`src/rtl/sa_wdata_steer_pkg.sv`:
```
// Shared width helpers for the write-data steering stage.
// Order entries carry {id,len}; W entries carry {data,strb,last}.
package sa_pkg;

   function automatic int order_entry_w(int id_w, int len_w);
      return id_w + len_w;
   endfunction

   function automatic int wentry_w(int data_w);
      return data_w + data_w / 8 + 1;
   endfunction

endpackage

```
`src/rtl/sa_wdata_steer_if.sv`:
```
// Dispatcher-side W beats, AW order pushes and the slave W channel.
// The steering block takes the slave modport; its feeders take master.
interface sa_wdata_steer_if #(
   parameter int MST_AMT          = 3,
   parameter int MST_ID_W         = (MST_AMT > 1) ? $clog2(MST_AMT) : 1,
   parameter int DATA_WIDTH       = 32,
   parameter int STRB_WIDTH       = DATA_WIDTH / 8,
   parameter int TRANS_DATA_LEN_W = 8
);
   logic [DATA_WIDTH*MST_AMT-1:0] dsp_WDATA_i;
   logic [STRB_WIDTH*MST_AMT-1:0] dsp_WSTRB_i;
   logic [MST_AMT-1:0]            dsp_WLAST_i;
   logic [MST_AMT-1:0]            dsp_WVALID_i;
   logic [MST_AMT-1:0]            dsp_slv_sel_i;
   logic [MST_AMT-1:0]            dsp_WREADY_o;
   logic [MST_ID_W-1:0]           AW_mst_id_i;
   logic [TRANS_DATA_LEN_W-1:0]   AW_AxLEN_i;
   logic                          AW_fifo_order_wr_en_i;
   logic                          AW_stall_o;
   logic [DATA_WIDTH-1:0]         s_WDATA_o;
   logic [STRB_WIDTH-1:0]         s_WSTRB_o;
   logic                          s_WLAST_o;
   logic                          s_WVALID_o;
   logic                          s_WREADY_i;
   logic                          wlast_err_o;
   logic [MST_ID_W-1:0]           wlast_err_mst_o;

   modport slave (
      input  dsp_WDATA_i, dsp_WSTRB_i, dsp_WLAST_i,
      input  dsp_WVALID_i, dsp_slv_sel_i,
      output dsp_WREADY_o,
      input  AW_mst_id_i, AW_AxLEN_i, AW_fifo_order_wr_en_i,
      output AW_stall_o,
      output s_WDATA_o, s_WSTRB_o, s_WLAST_o, s_WVALID_o,
      input  s_WREADY_i,
      output wlast_err_o, wlast_err_mst_o
   );

   modport master (
      output dsp_WDATA_i, dsp_WSTRB_i, dsp_WLAST_i,
      output dsp_WVALID_i, dsp_slv_sel_i,
      input  dsp_WREADY_o,
      output AW_mst_id_i, AW_AxLEN_i, AW_fifo_order_wr_en_i,
      input  AW_stall_o,
      input  s_WDATA_o, s_WSTRB_o, s_WLAST_o, s_WVALID_o,
      output s_WREADY_i,
      input  wlast_err_o, wlast_err_mst_o
   );
endinterface

```
`src/rtl/sa_wdata_steer_fifo.sv`:
```
// Show-ahead FIFO: o_rdata is the head entry whenever o_empty is low.
// Pushes while full and pops while empty are ignored.
module fifo #(
   parameter int WIDTH = 8,
   parameter int DEPTH = 16
) (
   input  logic             i_clk,
   input  logic             i_rst_n,
   input  logic             i_push,
   input  logic [WIDTH-1:0] i_wdata,
   input  logic             i_pop,
   output logic [WIDTH-1:0] o_rdata,
   output logic             o_full,
   output logic             o_empty
);
   localparam int AW = (DEPTH > 1) ? $clog2(DEPTH) : 1;

   logic [WIDTH-1:0] r_mem [DEPTH];
   logic [AW:0]      r_wptr;
   logic [AW:0]      r_rptr;
   logic             w_push;
   logic             w_pop;

   assign o_empty = (r_wptr == r_rptr);
   assign o_full  = (r_wptr[AW] != r_rptr[AW]) &&
                    (r_wptr[AW-1:0] == r_rptr[AW-1:0]);
   assign w_push  = i_push & ~o_full;
   assign w_pop   = i_pop & ~o_empty;
   assign o_rdata = r_mem[r_rptr[AW-1:0]];

   always_ff @(posedge i_clk) begin
      if (w_push) r_mem[r_wptr[AW-1:0]] <= i_wdata;
   end

   always_ff @(posedge i_clk or negedge i_rst_n) begin
      if (!i_rst_n) begin
         r_wptr <= '0;
         r_rptr <= '0;
      end else begin
         if (w_push) r_wptr <= r_wptr + 1'b1;
         if (w_pop)  r_rptr <= r_rptr + 1'b1;
      end
   end
endmodule

```
`src/rtl/sa_wdata_steer.sv`:
```
// Slave-side W steering: per-master beat buffers drained in AW grant
// order through one registered valid/ready output stage.
module sa_wdata_steer
   import sa_pkg::*;
#(
   parameter int MST_AMT          = 3,
   parameter int MST_ID_W         = (MST_AMT > 1) ? $clog2(MST_AMT) : 1,
   parameter int OUTSTANDING_AMT  = 8,
   parameter int WBUF_DEPTH       = 16,
   parameter int DATA_WIDTH       = 32,
   parameter int STRB_WIDTH       = DATA_WIDTH / 8,
   parameter int TRANS_DATA_LEN_W = 8
) (
   input logic             ACLK_i,
   input logic             ARESETn_i,
   sa_wdata_steer_if.slave bus
);
   localparam int OE_W = order_entry_w(MST_ID_W, TRANS_DATA_LEN_W);
   localparam int WE_W = wentry_w(DATA_WIDTH);
   localparam int NSEL = 1 << MST_ID_W;

   logic [OE_W-1:0]             w_ord_head;
   logic                        w_ord_full;
   logic                        w_ord_empty;
   logic                        w_ord_pop;
   logic [MST_ID_W-1:0]         w_cur_id;
   logic [TRANS_DATA_LEN_W-1:0] w_cur_len;

   logic [WE_W-1:0]    w_head [MST_AMT];
   logic [MST_AMT-1:0] w_full;
   logic [MST_AMT-1:0] w_empty;
   logic [MST_AMT-1:0] w_pop_buf;
   logic [WE_W-1:0]    w_head_pad [NSEL];
   logic [NSEL-1:0]    w_empty_pad;

   logic [WE_W-1:0]       w_sel;
   logic                  w_load_en;
   logic                  w_avail;
   logic                  w_fire;
   logic                  w_gen_last;

   logic [DATA_WIDTH-1:0]       r_data;
   logic [STRB_WIDTH-1:0]       r_strb;
   logic                        r_last;
   logic                        r_valid;
   logic                        r_err;
   logic [MST_ID_W-1:0]         r_err_mst;
   logic [TRANS_DATA_LEN_W-1:0] r_beat_cnt;

   fifo #(
      .WIDTH (OE_W),
      .DEPTH (OUTSTANDING_AMT)
   ) u_order (
      .i_clk   (ACLK_i),
      .i_rst_n (ARESETn_i),
      .i_push  (bus.AW_fifo_order_wr_en_i),
      .i_wdata ({bus.AW_mst_id_i, bus.AW_AxLEN_i}),
      .i_pop   (w_ord_pop),
      .o_rdata (w_ord_head),
      .o_full  (w_ord_full),
      .o_empty (w_ord_empty)
   );

   assign {w_cur_id, w_cur_len} = w_ord_head;
   assign bus.AW_stall_o = w_ord_full;

   for (genvar m = 0; m < MST_AMT; m++) begin : g_buf
      fifo #(
         .WIDTH (WE_W),
         .DEPTH (WBUF_DEPTH)
      ) u_wbuf (
         .i_clk   (ACLK_i),
         .i_rst_n (ARESETn_i),
         .i_push  (bus.dsp_WVALID_i[m] & bus.dsp_slv_sel_i[m] & ~w_full[m]),
         .i_wdata ({bus.dsp_WDATA_i[m*DATA_WIDTH +: DATA_WIDTH],
                    bus.dsp_WSTRB_i[m*STRB_WIDTH +: STRB_WIDTH],
                    bus.dsp_WLAST_i[m]}),
         .i_pop   (w_pop_buf[m]),
         .o_rdata (w_head[m]),
         .o_full  (w_full[m]),
         .o_empty (w_empty[m])
      );
   end

   assign bus.dsp_WREADY_o = ~w_full;

   // Ids with no buffer behind them read as permanently empty.
   always_comb begin
      w_empty_pad = '1;
      for (int m = 0; m < NSEL; m++) w_head_pad[m] = '0;
      for (int m = 0; m < MST_AMT; m++) begin
         w_empty_pad[m] = w_empty[m];
         w_head_pad[m]  = w_head[m];
      end
   end

   assign w_sel      = w_head_pad[w_cur_id];
   assign w_load_en  = ~r_valid | bus.s_WREADY_i;
   assign w_avail    = ~w_ord_empty & ~w_empty_pad[w_cur_id];
   assign w_fire     = w_load_en & w_avail;
   assign w_gen_last = (r_beat_cnt == w_cur_len);
   assign w_ord_pop  = w_fire & w_gen_last;

   always_comb begin
      w_pop_buf = '0;
      for (int m = 0; m < MST_AMT; m++)
         w_pop_buf[m] = w_fire && (w_cur_id == MST_ID_W'(m));
   end

   always_ff @(posedge ACLK_i or negedge ARESETn_i) begin
      if (!ARESETn_i) begin
         r_data     <= '0;
         r_strb     <= '0;
         r_last     <= 1'b0;
         r_valid    <= 1'b0;
         r_err      <= 1'b0;
         r_err_mst  <= '0;
         r_beat_cnt <= '0;
      end else begin
         r_err <= w_fire & (w_sel[0] != w_gen_last);
         if (w_fire && (w_sel[0] != w_gen_last)) r_err_mst <= w_cur_id;
         if (w_load_en) begin
            r_valid <= w_avail;
            if (w_avail) begin
               r_data     <= w_sel[WE_W-1 -: DATA_WIDTH];
               r_strb     <= w_sel[STRB_WIDTH:1];
               r_last     <= w_gen_last;
               r_beat_cnt <= w_gen_last ? '0 : r_beat_cnt + 1'b1;
            end
         end
      end
   end

   assign bus.s_WDATA_o       = r_data;
   assign bus.s_WSTRB_o       = r_strb;
   assign bus.s_WLAST_o       = r_last;
   assign bus.s_WVALID_o      = r_valid;
   assign bus.wlast_err_o     = r_err;
   assign bus.wlast_err_mst_o = r_err_mst;
endmodule

```
`src/flat_wrapper.sv`:
```
// flat-port wrapper written by rule: the top's interface ports become plain ports
module sa_wdata_steer_flat import sa_pkg::*;
#(
   parameter int MST_AMT          = 3,
   parameter int MST_ID_W         = (MST_AMT > 1) ? $clog2(MST_AMT) : 1,
   parameter int OUTSTANDING_AMT  = 8,
   parameter int WBUF_DEPTH       = 16,
   parameter int DATA_WIDTH       = 32,
   parameter int STRB_WIDTH       = DATA_WIDTH / 8,
   parameter int TRANS_DATA_LEN_W = 8
)
  (ACLK_i, ARESETn_i, bus_dsp_WDATA_i, bus_dsp_WSTRB_i, bus_dsp_WLAST_i, bus_dsp_WVALID_i, bus_dsp_slv_sel_i, bus_dsp_WREADY_o, bus_AW_mst_id_i, bus_AW_AxLEN_i, bus_AW_fifo_order_wr_en_i, bus_AW_stall_o, bus_s_WDATA_o, bus_s_WSTRB_o, bus_s_WLAST_o, bus_s_WVALID_o, bus_s_WREADY_i, bus_wlast_err_o, bus_wlast_err_mst_o);
  sa_wdata_steer_if #(.MST_AMT(MST_AMT), .MST_ID_W(MST_ID_W), .DATA_WIDTH(DATA_WIDTH), .STRB_WIDTH(STRB_WIDTH), .TRANS_DATA_LEN_W(TRANS_DATA_LEN_W)) bus_i ();
  input logic ACLK_i;
  input logic ARESETn_i;
  input wire logic [$bits(bus_i.dsp_WDATA_i)-1:0] bus_dsp_WDATA_i;
  input wire logic [$bits(bus_i.dsp_WSTRB_i)-1:0] bus_dsp_WSTRB_i;
  input wire logic [$bits(bus_i.dsp_WLAST_i)-1:0] bus_dsp_WLAST_i;
  input wire logic [$bits(bus_i.dsp_WVALID_i)-1:0] bus_dsp_WVALID_i;
  input wire logic [$bits(bus_i.dsp_slv_sel_i)-1:0] bus_dsp_slv_sel_i;
  output wire logic [$bits(bus_i.dsp_WREADY_o)-1:0] bus_dsp_WREADY_o;
  input wire logic [$bits(bus_i.AW_mst_id_i)-1:0] bus_AW_mst_id_i;
  input wire logic [$bits(bus_i.AW_AxLEN_i)-1:0] bus_AW_AxLEN_i;
  input wire logic [$bits(bus_i.AW_fifo_order_wr_en_i)-1:0] bus_AW_fifo_order_wr_en_i;
  output wire logic [$bits(bus_i.AW_stall_o)-1:0] bus_AW_stall_o;
  output wire logic [$bits(bus_i.s_WDATA_o)-1:0] bus_s_WDATA_o;
  output wire logic [$bits(bus_i.s_WSTRB_o)-1:0] bus_s_WSTRB_o;
  output wire logic [$bits(bus_i.s_WLAST_o)-1:0] bus_s_WLAST_o;
  output wire logic [$bits(bus_i.s_WVALID_o)-1:0] bus_s_WVALID_o;
  input wire logic [$bits(bus_i.s_WREADY_i)-1:0] bus_s_WREADY_i;
  output wire logic [$bits(bus_i.wlast_err_o)-1:0] bus_wlast_err_o;
  output wire logic [$bits(bus_i.wlast_err_mst_o)-1:0] bus_wlast_err_mst_o;
  assign bus_i.dsp_WDATA_i = bus_dsp_WDATA_i;
  assign bus_i.dsp_WSTRB_i = bus_dsp_WSTRB_i;
  assign bus_i.dsp_WLAST_i = bus_dsp_WLAST_i;
  assign bus_i.dsp_WVALID_i = bus_dsp_WVALID_i;
  assign bus_i.dsp_slv_sel_i = bus_dsp_slv_sel_i;
  assign bus_dsp_WREADY_o = bus_i.dsp_WREADY_o;
  assign bus_i.AW_mst_id_i = bus_AW_mst_id_i;
  assign bus_i.AW_AxLEN_i = bus_AW_AxLEN_i;
  assign bus_i.AW_fifo_order_wr_en_i = bus_AW_fifo_order_wr_en_i;
  assign bus_AW_stall_o = bus_i.AW_stall_o;
  assign bus_s_WDATA_o = bus_i.s_WDATA_o;
  assign bus_s_WSTRB_o = bus_i.s_WSTRB_o;
  assign bus_s_WLAST_o = bus_i.s_WLAST_o;
  assign bus_s_WVALID_o = bus_i.s_WVALID_o;
  assign bus_i.s_WREADY_i = bus_s_WREADY_i;
  assign bus_wlast_err_o = bus_i.wlast_err_o;
  assign bus_wlast_err_mst_o = bus_i.wlast_err_mst_o;
  sa_wdata_steer #(.MST_AMT(MST_AMT), .MST_ID_W(MST_ID_W), .OUTSTANDING_AMT(OUTSTANDING_AMT), .WBUF_DEPTH(WBUF_DEPTH), .DATA_WIDTH(DATA_WIDTH), .STRB_WIDTH(STRB_WIDTH), .TRANS_DATA_LEN_W(TRANS_DATA_LEN_W)) u_core (.ACLK_i(ACLK_i), .ARESETn_i(ARESETn_i), .bus(bus_i));
endmodule
```
`config.mk`:
```
export PLATFORM = sky130hd
export DESIGN_NAME = sa_wdata_steer_flat
export DESIGN_NICKNAME = d
export VERILOG_FILES = /design/src/rtl/sa_wdata_steer_pkg.sv /design/src/rtl/sa_wdata_steer_if.sv /design/src/rtl/sa_wdata_steer_fifo.sv /design/src/rtl/sa_wdata_steer.sv /design/src/flat_wrapper.sv
export SDC_FILE = /design/constraint.sdc
export NUM_CORES = 2
export LEC_CHECK = 0
export CORE_AREA = 5 5 413 415
export CTS_CLUSTER_SIZE = 14
export DETAILED_ROUTE_END_ITERATION = 12
export DIE_AREA = 0 0 418 420
export GPL_TIMING_DRIVEN = 0
export PLACE_DENSITY_LB_ADDON = 0.2
export SYNTH_ARGS = -nofsm -noshare
export SYNTH_HDL_FRONTEND = slang
export SYNTH_SLANG_ARGS = --single-unit
```
`constraint.sdc`:
```
create_clock -name ACLK_i -period 4.1 [get_ports ACLK_i]
set_input_delay 0.41 -clock ACLK_i [delete_from_list [all_inputs] [get_ports ACLK_i]]
set_output_delay 0.41 -clock ACLK_i [all_outputs]
set_load 0.005 [all_outputs]
```
After elaboration in Yosys (flattened, before gate mapping)
Memories as Yosys holds them, arrays and structs flattened.
Cells that the tools add are included.
{"block": "totals", "register_bits": 87, "latchBits": 0, "ramBits": 1856, "rom_bits": 0, "in_bits": 131, "mem_count": 4}
{"name": "u_core.g_buf[0].u_wbuf.r_mem", "depth": 16, "word_bits": 37, "rd": 1, "rd_ports_with_merged_regs": 0, "wr": 1, "line": "sa_wdata_steer_fifo.sv:18", "text": "logic [WIDTH-1:0] r_mem [DEPTH];"}
{"name": "u_core.g_buf[1].u_wbuf.r_mem", "depth": 16, "word_bits": 37, "rd": 1, "rd_ports_with_merged_regs": 0, "wr": 1, "line": "sa_wdata_steer_fifo.sv:18"}
{"name": "u_core.g_buf[2].u_wbuf.r_mem", "depth": 16, "word_bits": 37, "rd": 1, "rd_ports_with_merged_regs": 0, "wr": 1, "line": "sa_wdata_steer_fifo.sv:18"}
{"name": "u_core.u_order.r_mem", "depth": 8, "word_bits": 10, "rd": 1, "rd_ports_with_merged_regs": 0, "wr": 1, "line": "sa_wdata_steer_fifo.sv:18"}
{"block": "classes", "n_addsub": 9, "n_mul": 0, "n_div": 0, "magnitude_cmp": 2, "n_eq_ne": 16, "shifts": 0, "n_mux": 14, "bitwise_logic": 31, "n_reduce_logical": 10}
{"op": "binary-select mux 37 bit (select 2 bit)", "n": 1}
{"op": "two-way mux 37 bit", "n": 2}
{"op": "adder 5 x 1 -> 5 bit, second input constant", "n": 6}
{"op": "bitwise AND 1 bit", "n": 18}
{"op": "== test 4 bit", "n": 4}
{"op": "== test 5 bit", "n": 3}
{"op": "inverter 1 bit", "n": 10}
{"op": "two-way mux 1 bit", "n": 9}
{"op": "adder 4 x 1 -> 4 bit, second input constant", "n": 2}
{"op": "adder 8 x 1 -> 8 bit, second input constant", "n": 1}
{"op": "== test 8 bit", "n": 1}
{"op": "logical AND 1 bit", "n": 8}
{"op": "two-way mux 8 bit", "n": 1}
{"op": "inequality test 1 bit", "n": 5}
{"op": "== test 3 bit", "n": 1}
{"op": ">= comparator 3 bit, second input constant", "n": 1}
{"op": "< comparator 2 x 3 -> 1 bit, second input constant", "n": 1}
{"op": "inverter 2 -> 3 bit", "n": 1}
{"op": "inverter 3 bit", "n": 1}
{"op": "binary-select mux 1 bit (select 2 bit)", "n": 1}
{"op": "== test 2 x 1 -> 1 bit, second input constant", "n": 1}
{"op": "== test 2 bit, second input constant", "n": 1}
{"op": "logical NOT 2 bit", "n": 1}
{"op": "AND reduction 2 bit", "n": 1}
{"op": "OR 1 bit", "n": 1}

Longest topological paths before layout
{"block": "depth", "ltp_word": 8, "depth_mapped": 11, "mapped_depth_nobuf": 8}

Hierarchy
From an unflattened synthesis, not the netlist that was laid out.
{"block": "unflattened", "cells_unflattened": 3687, "area_unflattened_um2": 76403.3}
{"module": "fifo at u_core.g_buf[0].u_wbuf ...", "instances": 3, "cells_per_inst": 1063, "area_each_um2": 23281.1, "seq_area_each_um2": 18027.3}
{"module": "fifo at u_core.u_order", "instances": 1, "cells_per_inst": 175, "area_each_um2": 3682.3, "seq_area_each_um2": 2602.5}
{"module": "sa_wdata_steer", "instances": 1, "cells_per_inst": 323, "area_each_um2": 2877.8, "seq_area_each_um2": 1226.2}

Worst setup path after synthesis
OpenSTA, ideal clock, no wires.
{"block": "synth_timing", "kind": "reg-to-reg", "start": "register u_core.g_buf[0].u_wbuf.r_rptr[0]", "end": "memory u_core.g_buf[0].u_wbuf.r_mem[3][0] (netlist bit) (enable)", "setup_ns": 0.477, "arrival_time_ns": 4.068, "setup_slack_ns": -0.445, "stages_incl_launch_ff": 9, "path_buffers": 2, "period_less_slack_ns": 4.545, "path_cell_list": "dfrtp_1 > clkbuf_1 > xor2_1 > nor4_1 > nand2_1 > and3_1 > clkbuf_1 > nand2_1 > nor3_1"}
{"block": "synth_via", "elab_chain_len": 7}
{"element": "start: declaration", "line": "sa_wdata_steer_fifo.sv:20", "text": "logic [AW:0] r_rptr;"}
{"element": "start signal: assignment", "line": "sa_wdata_steer_fifo.sv:41", "text": "if (w_pop) r_rptr <= r_rptr + 1'b1;"}
{"element": "== test 4 bit (*)", "line": "sa_wdata_steer_fifo.sv:26", "text": "(r_wptr[AW-1:0] == r_rptr[AW-1:0]);"}
{"element": "logical AND 1 bit (*)", "line": "sa_wdata_steer_fifo.sv:25", "text": "assign o_full = (r_wptr[AW] != r_rptr[AW]) &&"}
{"element": "inverter 1 bit (*)", "line": "sa_wdata_steer_fifo.sv:27, sa_wdata_steer.sv:74"}
{"element": "bitwise AND 1 bit", "line": "sa_wdata_steer.sv:74", "text": ".i_push (bus.dsp_WVALID_i[m] & bus.dsp_slv_sel_i[m] & ~w_full[m]),"}
{"element": "bitwise AND 1 bit (*)", "line": "sa_wdata_steer_fifo.sv:27", "text": "assign w_push = i_push & ~o_full;"}
{"element": "two-way mux 1 bit (*)", "line": "sa_wdata_steer_fifo.sv:32", "text": "if (w_push) r_mem[r_wptr[AW-1:0]] <= i_wdata;"}
{"element": "two-way mux 1 bit (implied by the code) (*)", "line": "sa_wdata_steer_fifo.sv:32"}
{"element": "end: declaration", "line": "sa_wdata_steer_fifo.sv:18"}
Mark *: on every way between the ends. The rest lies on a longest branch, timed or not.

Worst setup path in the final report
{"block": "layout_timing", "start": "register u_core.g_buf[2].u_wbuf.r_rptr[1]", "end": "memory u_core.g_buf[2].u_wbuf.r_mem[0][8] (netlist bit) (enable)"}
{"block": "layout_via", "elab_chain_len": 7}
{"element": "start: declaration", "line": "sa_wdata_steer_fifo.sv:20"}
{"element": "start signal: assignment", "line": "sa_wdata_steer_fifo.sv:41"}
{"element": "== test 4 bit (*)", "line": "sa_wdata_steer_fifo.sv:26"}
{"element": "logical AND 1 bit (*)", "line": "sa_wdata_steer_fifo.sv:25"}
{"element": "inverter 1 bit (*)", "line": "sa_wdata_steer_fifo.sv:27, sa_wdata_steer.sv:74"}
{"element": "bitwise AND 1 bit", "line": "sa_wdata_steer.sv:74"}
{"element": "bitwise AND 1 bit (*)", "line": "sa_wdata_steer_fifo.sv:27"}
{"element": "two-way mux 1 bit (*)", "line": "sa_wdata_steer_fifo.sv:32"}
{"element": "two-way mux 1 bit (implied by the code) (*)", "line": "sa_wdata_steer_fifo.sv:32"}
{"element": "end: declaration", "line": "sa_wdata_steer_fifo.sv:18"}
Marks and branches as above.

==> results.cfg <==
[setup_path]
crit_arrival_ps = 4430
critPathMaxFanout = 21
cpMostUsedCell = clkbuf_1
required_ps = 4590
slowest_delay_ps = 650
startpoint_type = flip-flop
crit_slowest_cell = and2_2
r2r_cells = 9
path_class = flip-flop to flip-flop
cp-end-kind = flip-flop
path_cells = clkbuf_1 -> xor2_1 -> nor4_1 -> nand2b_1 -> and3_1 -> clkbuf_1 -> nor3b_1 -> and2_2 -> buf_12

[cts]
cts_buffers = 199
clock-sinks = 1943
clk_pin_slew_ps = 60
cts_tree = done
cts_setup_buffers = 0
htreeDepth = 4
clk_latency_ps = 810
clk_path_buf_depth = 3
clockRootBuffer = clkbuf_16

[status]
status = finished, final reports clean

[worst_hold_path]
hp-class = input port to asynchronous set/reset pin

[logic_synthesis]
yosysMostFrequentCell = edfxtp_1
synth.area.top_cells = edfxtp_1 75%, mux4_2 17%, dfrtp_1 2.9%
yosysUniqueCellTypes = 45
syn_avg_cell_area_sq_um = 23.3
netlist_instances = 3202
synth-seq-cells = 1943
synth_area_sq_um = 74500
ys_async_sr_fraction_pct = 4.48
synth_edf_count = 1856
synth_top_cell_area_share_pct = 74.8
yosysTopAreaCell = edfxtp_1
synth_nets = 3351
seq_area_frac_synth_pct = 77.7
yosysWarnings = 0
synth_flop_cell = edfxtp_1
yosys-top-cells-count = 1856 x edfxtp_1, 571 x mux4_2, 146 x nand2_1

[sta]
setup-violations-final = 0
period_needed_ps = 3940
slew_headroom_pct = 14.8
slew_viol_final = 0
rsz0062_at_grt = true
skew_ps = 40.0
tightest_slew_ps = 1270
setup_slack_ps = 162
max_freq_ghz = 0.254
period_share_pct = 96.1
setup_tns_ps = 0
finalHoldViolations = 0

[floorplan]
fp.dieH_um = 420
io_pins = 176
dieArea_sq_um = 176000
rows = 150
core_area_sq_um = 166000
initial_core_util_pct = 44.8
die_w_um = 418

[global_routing]
grt.total_usage_pct = 21.5
grt_pass1_wl_um = 266000
grt_pass1_vias = 35400
grt_max_degree = 63
grt_overflow_total = 0
antenna_found_initial = 30

[power]
p_seq_share_pct = 40.1
power_mw = 59.6
p_int_mw = 41.1
ir_worst_vdd_mv = 0.450
p_sw_mw = 18.4
clockPowerShare_pct = 29.5
pwr-share-comb_pct = 30.4
power_density_nw_per_um2 = 681
swShare_pct = 31.0
leakage_nw = 27.7

[final_layout]
layout-drive-gt1-share_pct = 27.6
fin_cells = 6040
fillCellCount = 12800
nNetsFinal = 3816
postLayoutCellArea_sq_um = 87500
area_delta_synth_final_pct = 17.4

[route]
totalWireLength_um = 188000
vias = 34800
wire_per_inst_um = 31.1
first_iter_violations = 3948
first_pass_iters = 5
drc = 0
viasPerCell = 5.76
drtAntennaViolNets = 0

[placement]
numPortBuffers = 175
post-place-ws_ps = -65.3
post-dp-hpwl_um = 124000
gp_congestion = 0.806
place_area_sq_um = 81100
place_inst = 5669

[flow_run]
maxCapViolCount = 0
## layout make-up
cell class	count	area (sq um)	share of cell area (%)
sequential	1943	57900	66.2
multi-input combinational	1074	16100	18.4
clock buffer	256	5260	6.01
timing repair buffer	264	3520	4.03
tap	2204	2760	3.15
clock inverter	100	1040	1.19
buffer	172	785	0.897
inverter	13	48.8	0.0558
antenna	14	35.0	0.0401
## power groups by stage
stage	Sequential, mW	Combinational [mW]	Clock (mW)
finish	23.9	18.1	17.6
global route	24.0	19.1	18.8
CTS	23.9	18.3	17.9
detailed placement	24.3	18.3	0
global placement	24.4	17.7	0
floorplan	24.0	10.9	0
## what timing repair did
item	4_1_cts	5_1_grt
gates resized for setup	1	36
hold buffers	1	0
endpoints found under the hold margin	87	0
setup endpoints to repair	1	117
## critical path, delay by kind of cell (launching register included)
family	cells	cell delay [ps]
flip-flops	1	350
XOR/XNOR	1	200
AND/OR/NAND/NOR	5	1860
buffers and inverters	3	1160
## cells by family after synthesis
group | share of synthesized area, %
simple gates | 1.80
flops | 77.7
xor+xnor | 0.668
compound gates | 0.893
mux | 17.6
buf+inv | 1.07
fa+ha+maj | 0.302
## registers in the layout (all words and copies together), names as in the netlist, 2 cells and up
| name | count |
|---|---|
| u_core.bus.s_WDATA_o | 32 |
| u_core.g_buf.u_wbuf.r_wptr | 15 |
| u_core.u_order.r_wptr | 4 |
| u_core.r_beat_cnt | 8 |
| u_core.u_order.r_rptr | 4 |
| u_core.g_buf.u_wbuf.r_mem | 1776 |
| u_core.bus.s_WSTRB_o | 4 |
| u_core.g_buf.u_wbuf.r_rptr | 15 |
| u_core.u_order.r_mem | 80 |
| u_core.bus.wlast_err_mst_o | 2 |
## routing by layer
| metal | track usage (%) | vias up | wire [um] |
|---|---|---|---|
| li1 | - | 14500 | - |
| met1 | 28.8 | 18800 | 75300 |
| met2 | 35.2 | 1218 | 94000 |
| met3 | 4.97 | 285 | 12800 |
| met4 | 7.29 | 14 | 5870 |
| met5 | 0.695 | - | 237 |
## stage by stage
step	util, %	hold WS, ps
2_1_floorplan	-	114
3_3_place_gp	47.5	475
3_5_place_dp	48.8	357
4_1_cts	52.6	12.1
5_1_grt	52.6	58.2
6_report	52.6	70.6
## placed cells by master (no fill, tap or decap), types with 21 or more instances in the layout
master           netlist  routed
a21oi_1               43      43
a22oi_1               36      36
buf_12                 0      34
buf_16                 0      27
buf_2                 50      47
buf_6                  3      21
clkbuf_1              93     135
clkbuf_16              0     202
clkdlybuf4s50_1        0     174
clkinv_1               0      47
clkinv_2               0      23
dfrtp_1               87      87
edfxtp_1            1856    1856
mux4_2               571     571
nand2_1              146     146
nor2_1                69      45
nor2_4                 0      24
xnor2_1               27      27
xor2_1                28      28
## path summary, 6_finish.rpt
check,from,endpoint,slack [ps]
setup / recovery,u_core.g_buf[2].u_wbuf.r_rptr[1],u_core.g_buf[2].u_wbuf.r_mem[0][8],160
hold / removal,ARESETn_i,u_core.bus.s_WLAST_o,70
setup reg to reg,u_core.g_buf[2].u_wbuf.r_rptr[1],u_core.g_buf[2].u_wbuf.r_mem[0][8],160
hold reg to reg,u_core.u_order.r_wptr[3],u_core.u_order.r_wptr[3],490
max in group asynchronous,ARESETn_i,u_core.bus.s_WDATA_o[4],3320
min in group ACLK_i,bus_s_WREADY_i,u_core.bus.s_WVALID_o,210
Power figures use the tool's default switching activity.
